--- src/rtl/counter32_pkg.sv ---
// counter32_pkg: shared constants and types for the counter32 step counter.
//   CNT_W   - counter width in bits (5)
//   CNT_MAX - terminal count value (31)
//   cnt_t   - count value type
`timescale 1ns/1ps
package counter32_pkg;

    localparam int CNT_W = 5;
    localparam logic [CNT_W-1:0] CNT_MAX = 5'd31;

    typedef logic [CNT_W-1:0] cnt_t;

endpackage

--- src/rtl/counter32_tff.sv ---
// tff: toggle flip-flop, the per-bit cell of counter32.
// Ports:
//   clk - rising-edge clock
//   rst - asynchronous active-high reset, forces q to 0
//   t   - toggle request, sampled on the rising edge of clk
//   q   - flop output
`timescale 1ns/1ps
module tff
    import counter32_pkg::*;
(
    input  logic clk,
    input  logic rst,
    input  logic t,
    output logic q
);

    always_ff @(posedge clk or posedge rst) begin
        if (rst) begin
            q <= 1'b0;
        end else if (t) begin
            q <= ~q;
        end
    end

endmodule

--- src/rtl/counter32.sv ---
// counter32: free-running modulo-32 up-counter with synchronous count enable
// and asynchronous active-high reset. Built from CNT_W toggle flops sharing
// one clock; bit i toggles when en is high and all lower bits are 1.
// Optional feature macro: COUNTER32_TC_EN adds the terminal-count output tc.
// Ports:
//   clk   - rising-edge clock
//   rst   - asynchronous active-high reset, count forced to 0
//   en    - count enable, sampled on the rising edge of clk
//   count - current count value (0..31), driven directly from flops
//   tc    - (COUNTER32_TC_EN only) high when count is 31 and en is high,
//           i.e. the next edge wraps the counter
`timescale 1ns/1ps
module counter32
    import counter32_pkg::*;
(
    input  logic clk,
    input  logic rst,
    input  logic en,
    output cnt_t count
`ifdef COUNTER32_TC_EN
    ,
    output logic tc
`endif
);

    // Toggle chain: t_chain[i] = en & count[0] & ... & count[i-1].
    // Carry out of the top bit is not needed, so the chain stops at CNT_W-1.
    logic [CNT_W-1:0] t_chain;

    assign t_chain[0] = en;

    for (genvar i = 1; i < CNT_W; i++) begin : g_chain
        assign t_chain[i] = t_chain[i-1] & count[i-1];
    end

    for (genvar i = 0; i < CNT_W; i++) begin : g_bit
        tff u_tff (
            .clk (clk),
            .rst (rst),
            .t   (t_chain[i]),
            .q   (count[i])
        );
    end

`ifdef COUNTER32_TC_EN
    // count is held at 0 during reset, so tc is 0 there without gating on rst.
    assign tc = (count == CNT_MAX) && en;
`endif

endmodule

--- config.mk ---
export PLATFORM = sky130hd
export DESIGN_NAME = counter32
export DESIGN_NICKNAME = d
export VERILOG_FILES = /design/src/rtl/counter32_pkg.sv /design/src/rtl/counter32_tff.sv /design/src/rtl/counter32.sv
export SDC_FILE = /design/constraint.sdc
export NUM_CORES = 1
export LEC_CHECK = 0
export BUFFER_PORTS_ARGS = -buffer_cell sky130_fd_sc_hd__buf_4
export CELL_PAD_IN_SITES_DETAIL_PLACEMENT = 1
export CELL_PAD_IN_SITES_GLOBAL_PLACEMENT = 2
export CORE_AREA = 2 2 39 41
export CTS_BUF_LIST = sky130_fd_sc_hd__clkbuf_16
export DETAILED_ROUTE_END_ITERATION = 16
export DIE_AREA = 0 0 41 43
export PLACE_DENSITY_LB_ADDON = 0.25
export SLEW_MARGIN = 25
export SYNTH_ARGS = -nofsm -noshare
export SYNTH_HDL_FRONTEND = slang
export SYNTH_HIERARCHICAL = 1
export SYNTH_SLANG_ARGS = --single-unit
--- constraint.sdc ---
create_clock -name clk -period 1.3 [get_ports clk]
set_input_delay 0 -clock clk [delete_from_list [all_inputs] [get_ports clk]]
set_output_delay 0 -clock clk [all_outputs]
set_load 0.02 [all_outputs]
==> flow_summary.toml, run 1 <==
[run_status]
status = "finished clean"

[layout]
num-nets-final = 36
regMostFlops = "g_bit.u_tff/q"
stdcell_count = 48
fillCellCount = 156
multi_input_area_um2 = 73.8
diodes = 0
drive_gt1_share_pct = 34.4
largest_reg_flops = 5
area_growth_pct = 78.7
reg_top3 = "g_bit.u_tff/q: 5 flops"
regArea_um2 = 125

[clock_tree]
clk_path_buf_depth = 2
clk_pin_slew_ns = 0.04
cts_buffers = 3
cts-root-buf = "clkbuf_16"
cts_tree = "done"
cts_resized = 0
htreeDepth = 1
hold_buffers = 2
insertion_delay_ns = 0.23
cts_setup_buffers = 0
clock_sinks = 5

[routing]
wire_per_inst_um = 11.3
ant_nets = 0
drt_iter0_drc = 0
drc_errors = 0
vias = 170
vias_per_cell = 3.54
totalWireLength_um = 544
drt_pass1_iterations = 1

[worst_setup_path]
crit_start = "g_bit[1].u_tff/q"
worst_setup_path_end_kind = "register"
arrival_ns = 1.15
critical_path_class = "reg -> reg"
cp-start-kind = "register"
r2r_setup_slack_ns = 0.26
worstPathMaxFanout = 4
cp.required_ns = 1.41
timing.rr.start = "g_bit[1].u_tff/q"

[grt]
grt_overflow = 0
grt_pass1_vias = 197
grt_max_degree = 6
antenna_found_initial = 0
grt_first_pass_wirelength_um = 855
grt_usage_pct = 7.98

[sta]
tns_ns = 0
finalMaxSlewViolations = 0
fin_skew_ns = 0.00294
layout_setup_ws_ns = 0.264
rsz0062_at_grt = "no"
period_share_pct = 79.7
layout_min_cycle_time_ns = 1.04
timing.fmax_ghz = 0.965
max_slew_margin_pct = 87.9
setup_viol = 0
hold_viol = 0
hold_ws_ns = 0.198
worst_slew_pin_slew_ns = 0.181

[synth]
ys_types = 6
ys_warn_count = 6
ys_ff_latch = 5
syn-cell-area_um2 = 218
synthCells = 19
synth_top_cell_area_share_pct = 57.5
synthTopCellsByArea = "dfrtp_1, xor2_1, inv_1"
syn_nets = 22
yosysTopAreaCell = "dfrtp_1"
post_synth.cell_area_avg_um2 = 11.5
synth_seq_area_share_pct = 57.5

[die]
die_area_um2 = 1760
core_region_area_um2 = 1380
die_w_um = 41
dieHeight_um = 43
row_count = 14
initial_utilization_pct = 15.7
ios = 8

[min_path]
hold_class = "in -> async"

[power_and_ir_drop]
peakVddDrop_mv = 1.12
leakagePower_nw = 0.212
power_w = 0.00117
power_density_nw_per_um2 = 3010

[place]
io_buffers = 7
gp_congestion = 0.622
placedCellCount = 42
dp_slack_ns = 0.267

[run]
maxCapViolCount = 0
worst max-delay path, stage by stage (launching register included):
cell	delay [ns]
dfrtp_1	0.41
and4_4	0.22
and2_1	0.16
xor2_1	0.14
synthesized netlist by cell type:
library cell and number:
dfrtp_1 5, inv_1 5, xor2_1 5, and2_1 2, and3_1 1, and4_4 1
layer usage:
| metal | share of wire (%) | GRT usage (%) |
|---|---|---|
| met1 | 40 | 7.21 |
| met2 | 53 | 12.2 |
| met3 | 6.6 | 3.14 |
| met4 | 0 | 8.00 |
| met5 | 0 | 0 |
report_power, final:
group	total, W	internal (W)	switching [W]
clock	0.000502	0.000399	0.000103
sequential	0.000326	0.000240	0.0000866
combinational	0.000344	0.000165	0.000179
total	0.00117	0.000804	0.000369
final timing paths:
check | endpoint | cells after the start
min | g_bit[1].u_tff/q | 3
max in group asynchronous | g_bit[2].u_tff/q | 3
max reg2reg | g_bit[4].u_tff/q | 3
max | g_bit[4].u_tff/q | 3
min reg2reg | g_bit[4].u_tff/q | 1
min in group clk | g_bit[4].u_tff/q | 1
metrics by stage:
stage          instance area, um2  util, %
2_1_floorplan                 218        -
3_3_place_gp                  290     21.0
3_5_place_dp                  290     21.0
4_1_cts                       389     28.1
5_1_grt                       389     28.1
6_report                      389     28.1
final cells by class:
| type | instances | share of cell area [%] |
|---|---|---|
| Tap cell | 16 | 5.14 |
| Inverter | 5 | 4.82 |
| Clock buffer | 3 | 19.3 |
| Multi-Input combinational cell | 9 | 19.0 |
| Timing Repair Buffer | 9 | 18.6 |
| Clock inverter | 1 | 0.965 |
| Sequential cell | 5 | 32.2 |
placed cells by master, fill, tap and decap left out:
cell / Yosys / routed
and2_1: 2 / 2
and3_1: 1 / 1
and4_4: 1 / 1
buf_4: 0 / 7
clkbuf_16: 0 / 3
dfrtp_1: 5 / 5
dlygate4sd3_1: 0 / 2
inv_1: 5 / 6
xor2_1: 5 / 5
logic make-up (layout without fill, tap and decap cells):
| logic type | count (synthesis) | in the layout | share of synthesized area [%] |
|---|---|---|---|
| and+or+nand+nor | 4 | 4 | 13.8 |
| buffers and inverters | 5 | 18 | 8.62 |
| xor gates and xnor gates | 5 | 5 | 20.1 |
| DFF | 5 | 5 | 57.5 |
Power figures use the tool's default switching activity.
==> inputs of run 2 (changes only) <==
==> constraint.sdc (replaced) <==
create_clock -name clk -period 1.1 [get_ports clk]
set_input_delay 0 -clock clk [delete_from_list [all_inputs] [get_ports clk]]
set_output_delay 0 -clock clk [all_outputs]
set_load 0.02 [all_outputs]
==> flow_summary.toml, run 2 (same netlist as run 1, synthesis figures left out) <==
[min_path]
hold_class = "in -> async"

[grt]
grt_overflow = 0
grt_first_pass_wirelength_um = 910
grt_pass1_vias = 218
antenna_found_initial = 0
grt_usage_pct = 8.66
grt_max_degree = 6

[layout]
final_common_cell = "buf_4"
stdcell_count = 49
regArea_um2 = 125
drive_gt1_share_pct = 36.4
fillCellCount = 153
regMostFlops = "g_bit.u_tff/q"
final_cell_area_um2 = 397
diodes = 0
area_growth_pct = 82.2
multi_input_area_um2 = 73.8
largest_reg_flops = 5
num-nets-final = 37
reg_top3 = "g_bit.u_tff/q: 5 flops"
layout_common_cells = "buf_4, inv_1, xor2_1, dfrtp_1, clkbuf_16"

[die]
core_region_area_um2 = 1380
die_area_um2 = 1760
row_count = 14
initial_utilization_pct = 15.7
die_w_um = 41
dieHeight_um = 43
ios = 8

[worst_setup_path]
arrival_ns = 1.14
worstPathMaxFanout = 4
crit_slowest_cell = "dlygate4sd3_1"
cp.required_ns = 1.21
r2r_end = "g_bit[4].u_tff/q"
rr_worst_depth = 3
path_delay_family = "buffers and inverters"
cp_slowest_stage_delay_ns = 0.53
critical_path_class = "in -> reg"
path_cells = "dlygate4sd3_1 -> buf_4 -> and4_4 -> and2_1 -> xor2_1"
r2r_setup_slack_ns = 0.10
cp-start-kind = "primary input"
timing.rr.start = "g_bit[0].u_tff/q"
worst_setup_path_end_kind = "register"
path_buf_inv = 2

[sta]
worst_slew_pin_slew_ns = 0.167
hold_viol = 0
rsz0062_at_grt = "no"
fin_skew_ns = 0.000238
period_share_pct = 93.2
finalMaxSlewViolations = 0
layout_min_cycle_time_ns = 1.03
tns_ns = 0
max_slew_margin_pct = 88.9
setup_viol = 0
layout_setup_ws_ns = 0.0746
timing.fmax_ghz = 0.975

[power_and_ir_drop]
switching_share_pct = 30.6
comb_power_share_pct = 31.5
leakagePower_nw = 0.217
power.switching_w = 0.000430
p_int_w = 0.000973
pwr-share-seq_pct = 26.3
power_density_nw_per_um2 = 3540
peakVddDrop_mv = 1.17
clkPwrFrac_pct = 42.2

[routing]
drt_iter0_drc = 1
ant_nets = 0
drt_pass1_iterations = 2
totalWireLength_um = 468
wire_per_inst_um = 9.55
vias = 178
drc_errors = 0
vias_per_cell = 3.63

[clock_tree]
clock_sinks = 5
cts_buffers = 3
clk_pin_slew_ns = 0.03
cts-root-buf = "clkbuf_16"
cts_tree = "done"
htreeDepth = 1
cts_resized = 0
insertion_delay_ns = 0.23
clk_path_buf_depth = 2

[run_status]
status = "finished clean"

[place]
gp_congestion = 0.629
place_area_um2 = 298
placedCellCount = 43
io_buffers = 7
dp_slack_ns = 0.0951

[run]
maxCapViolCount = 0
==> run 2: changes by cell type in the layout (fill, tap and decap cells not counted) <==
cell | before | now
buf_4 | 7 | 8
==> run 2: worst max-delay path by stage <==
| stage | start | end | slack [ns] | depth (start not counted) |
|---|---|---|---|---|
| finish | en | g_bit[4].u_tff/q | 0.07 | 5 |
| global route | g_bit[0].u_tff/q | g_bit[4].u_tff/q | 0.02 | 3 |
| CTS | en | g_bit[4].u_tff/q | 0.07 | 5 |
| detailed placement | g_bit[0].u_tff/q | g_bit[4].u_tff/q | 0.1 | 3 |
| global placement | g_bit[0].u_tff/q | g_bit[4].u_tff/q | 0.11 | 3 |
| floorplan | g_bit[1].u_tff/q | g_bit[4].u_tff/q | 0.004 | 3 |
==> run 2: final cells by class <==
class	count	area share [%]
Clock inverter	1	0.946
Timing Repair Buffer	10	20.2
Tap cell	16	5.05
Clock buffer	3	18.9
Multi-Input combinational cell	9	18.6
Sequential cell	5	31.5
Inverter	5	4.73
==> run 2: metal layers <==
layer	wire length (um)	GRT usage, %	vias up
met3	58	6.81	2
met5	0	0	-
met1	183	7.47	84
met4	22	10.0	0
li1	-	-	82
met2	203	10.9	10
==> run 2: repair_timing <==
item                                    CTS  global route
endpoints found under the setup margin    0             0
endpoints found under the hold margin     6             0
setup buffers                             0             0
hold buffers                              2             0
==> run 2: power by group through the flow <==
| stage | registers [W] | clock network [W] | logic [W] |
|---|---|---|---|
| 3_5_place_dp | 0.000372 | 0 | 0.000442 |
| 4_1_cts | 0.000371 | 0.000605 | 0.000450 |
| 5_1_grt | 0.000389 | 0.000614 | 0.000481 |
| 3_3_place_gp | 0.000363 | 0 | 0.000439 |
| 6_report | 0.000368 | 0.000592 | 0.000442 |
| 2_1_floorplan | 0.000484 | 0 | 0.000107 |
==> run 2: worst reg2reg max path: stages, from the launching register on <==
cell	delay (ns)
dfrtp_1	0.41
and4_4	0.24
and2_1	0.14
xor2_1	0.14
==> run 2: per-stage QoR <==
stage	hold WS, ns	power (W)	utilization [%]
global route	0.227	0.00148	28.7
finish	0.203	0.00140	28.7
detailed placement	-0.117	0.000814	21.5
CTS	0.210	0.00143	28.7
floorplan	-0.271	0.000590	-
global placement	-0.121	0.000801	21.5
==> inputs of run 3 (changes only) <==
--- a/config.mk
+++ b/config.mk
@@ -6,13 +6,12 @@
 export NUM_CORES = 1
 export LEC_CHECK = 0
 export BUFFER_PORTS_ARGS = -buffer_cell sky130_fd_sc_hd__buf_4
-export CELL_PAD_IN_SITES_DETAIL_PLACEMENT = 1
-export CELL_PAD_IN_SITES_GLOBAL_PLACEMENT = 2
 export CORE_AREA = 2 2 39 41
 export CTS_BUF_LIST = sky130_fd_sc_hd__clkbuf_16
 export DETAILED_ROUTE_END_ITERATION = 16
 export DIE_AREA = 0 0 41 43
 export PLACE_DENSITY_LB_ADDON = 0.25
+export SKIP_CTS_REPAIR_TIMING = 1
 export SLEW_MARGIN = 25
 export SYNTH_ARGS = -nofsm -noshare
 export SYNTH_HDL_FRONTEND = slang
==> constraint.sdc (replaced) <==
create_clock -name clk -period 1 [get_ports clk]
set_input_delay 0 -clock clk [delete_from_list [all_inputs] [get_ports clk]]
set_output_delay 0 -clock clk [all_outputs]
set_load 0.02 [all_outputs]
==> flow_summary.toml, run 3 (same netlist as run 1, synthesis figures left out) <==
[sta]
fin_skew_ns = 0.00190
layout_min_cycle_time_ns = 0.977
finalMaxSlewViolations = 0
max_slew_margin_pct = 91.5
timing.fmax_ghz = 1.02
tns_ns = 0
rsz0062_at_grt = "yes"
setup_viol = 0
hold_ws_ns = -0.0275
worst_slew_pin_slew_ns = 0.127
period_share_pct = 97.7
layout_setup_ws_ns = 0.0234
hold_viol = 1

[worst_setup_path]
path_buf_inv = 0
cp.required_ns = 1.10
worst_setup_path_end_kind = "register"
cp-start-kind = "register"
crit_slowest_cell = "dfrtp_2"
critical_path_class = "reg -> reg"
arrival_ns = 1.08
path_delay_family = "flip-flops"
path_cells = "and4_4 -> and2_4 -> xor2_1"
cp_slowest_stage_delay_ns = 0.39
worstPathMaxFanout = 2

[place]
io_buffers = 7
dp_slack_ns = 0.0234
place_area_um2 = 319
dpl.hpwl_um = 326
placedCellCount = 45
gp_congestion = 0.595

[power_and_ir_drop]
p_int_w = 0.00113
power_density_nw_per_um2 = 3910
comb_power_share_pct = 35.6
clkPwrFrac_pct = 39.7
pwr-share-seq_pct = 24.6
leakagePower_nw = 0.221
power_w = 0.00159
peakVddDrop_mv = 1.36
switching_share_pct = 29.0
power.switching_w = 0.000463

[die]
initial_utilization_pct = 15.7
die_area_um2 = 1760
ios = 8
row_count = 14
dieHeight_um = 43
die_w_um = 41
core_region_area_um2 = 1380

[run_status]
status = "finished, violations left"
violations = "hold timing"

[clock_tree]
insertion_delay_ns = 0.22
clk_pin_slew_ns = 0.03
clk_path_buf_depth = 2
cts_tree = "done"
clock_sinks = 5
cts-root-buf = "clkbuf_16"
htreeDepth = 1
cts_buffers = 3

[layout]
layout_common_cells = "buf_4, inv_1, xor2_1, clkbuf_16, dfrtp_2"
drive_gt1_share_pct = 52.9
reg_top3 = "g_bit.u_tff/q: 5 flops"
final_common_cell = "buf_4"
final_cell_area_um2 = 408
regMostFlops = "g_bit.u_tff/q"
diodes = 0
num-nets-final = 38
stdcell_count = 50
largest_reg_flops = 5
area_growth_pct = 87.4

[grt]
grt_pass1_vias = 162
grt_usage_pct = 6.05
antenna_found_initial = 0
grt_first_pass_wirelength_um = 627
grt_overflow = 0
grt_max_degree = 6

[routing]
drt_iter0_drc = 2
ant_nets = 0
drt_pass1_iterations = 2
drc_errors = 0
vias = 170
totalWireLength_um = 407
wire_per_inst_um = 8.14
vias_per_cell = 3.40

[run]
maxCapViolCount = 0

[min_path]
hold_class = "in -> reg"
## run 3: cell count changes in the layout (fill, tap and decap cells not counted), sizes merged
| cell | change |
|---|---|
| buf | +2 |
| dlygate4sd3 | -1 |
## run 3: through the flow
step           hold slack, ns  utilization [%]
6_report              -0.0275             29.5
5_1_grt               -0.0165             29.5
4_1_cts                -0.358             28.8
3_5_place_dp           -0.120             23.1
3_3_place_gp           -0.124             23.1
2_1_floorplan          -0.271                -
## run 3: path summary, 6_finish.rpt
path                                  startpoint               end  slack, ns  cells after the start
worst max-delay path            g_bit[0].u_tff/q  g_bit[4].u_tff/q       0.02                      3
worst min-delay path                          en  g_bit[0].u_tff/q      -0.03                      2
worst max register to register  g_bit[0].u_tff/q  g_bit[4].u_tff/q       0.02                      3
worst min register to register  g_bit[4].u_tff/q  g_bit[4].u_tff/q       0.47                      1
max in group asynchronous                    rst  g_bit[2].u_tff/q       0.69                      3
min in group asynchronous                    rst  g_bit[0].u_tff/q       0.21                      3
## run 3: worst register-to-register path, stage by stage, from the launching register on
cell and delay [ns]:
dfrtp_2 0.39, and4_4 0.18, and2_4 0.15, xor2_1 0.13
## run 3: area by class of cell
class                   instances  area (um2)
clock buffers                   3        75.1
multi-input cells               9        76.3
fillers                       145         976
flip-flops and latches          5         129
repair buffers                 11        85.1
well taps                      16        20.0
clock inverters                 1        3.75
inverters                       5        18.8
## run 3: power groups by stage
stage / sequential (W) / combinational [W] / clock, W
floorplan: 0.000547 / 0.000122 / 0
global placement: 0.000391 / 0.000564 / 0
detailed placement: 0.000394 / 0.000570 / 0
CTS: 0.000393 / 0.000573 / 0.000650
global route: 0.000406 / 0.000610 / 0.000665
finish: 0.000393 / 0.000568 / 0.000633
## run 3: routing by layer
layer | GRT usage, % | wire length, um | vias up
met1 | 8.17 | 199 | 77
met2 | 5.31 | 154 | 8
met3 | 3.14 | 53 | 0
li1 | - | - | 85
met5 | 0 | 0 | -
met4 | 8.00 | 0 | 0
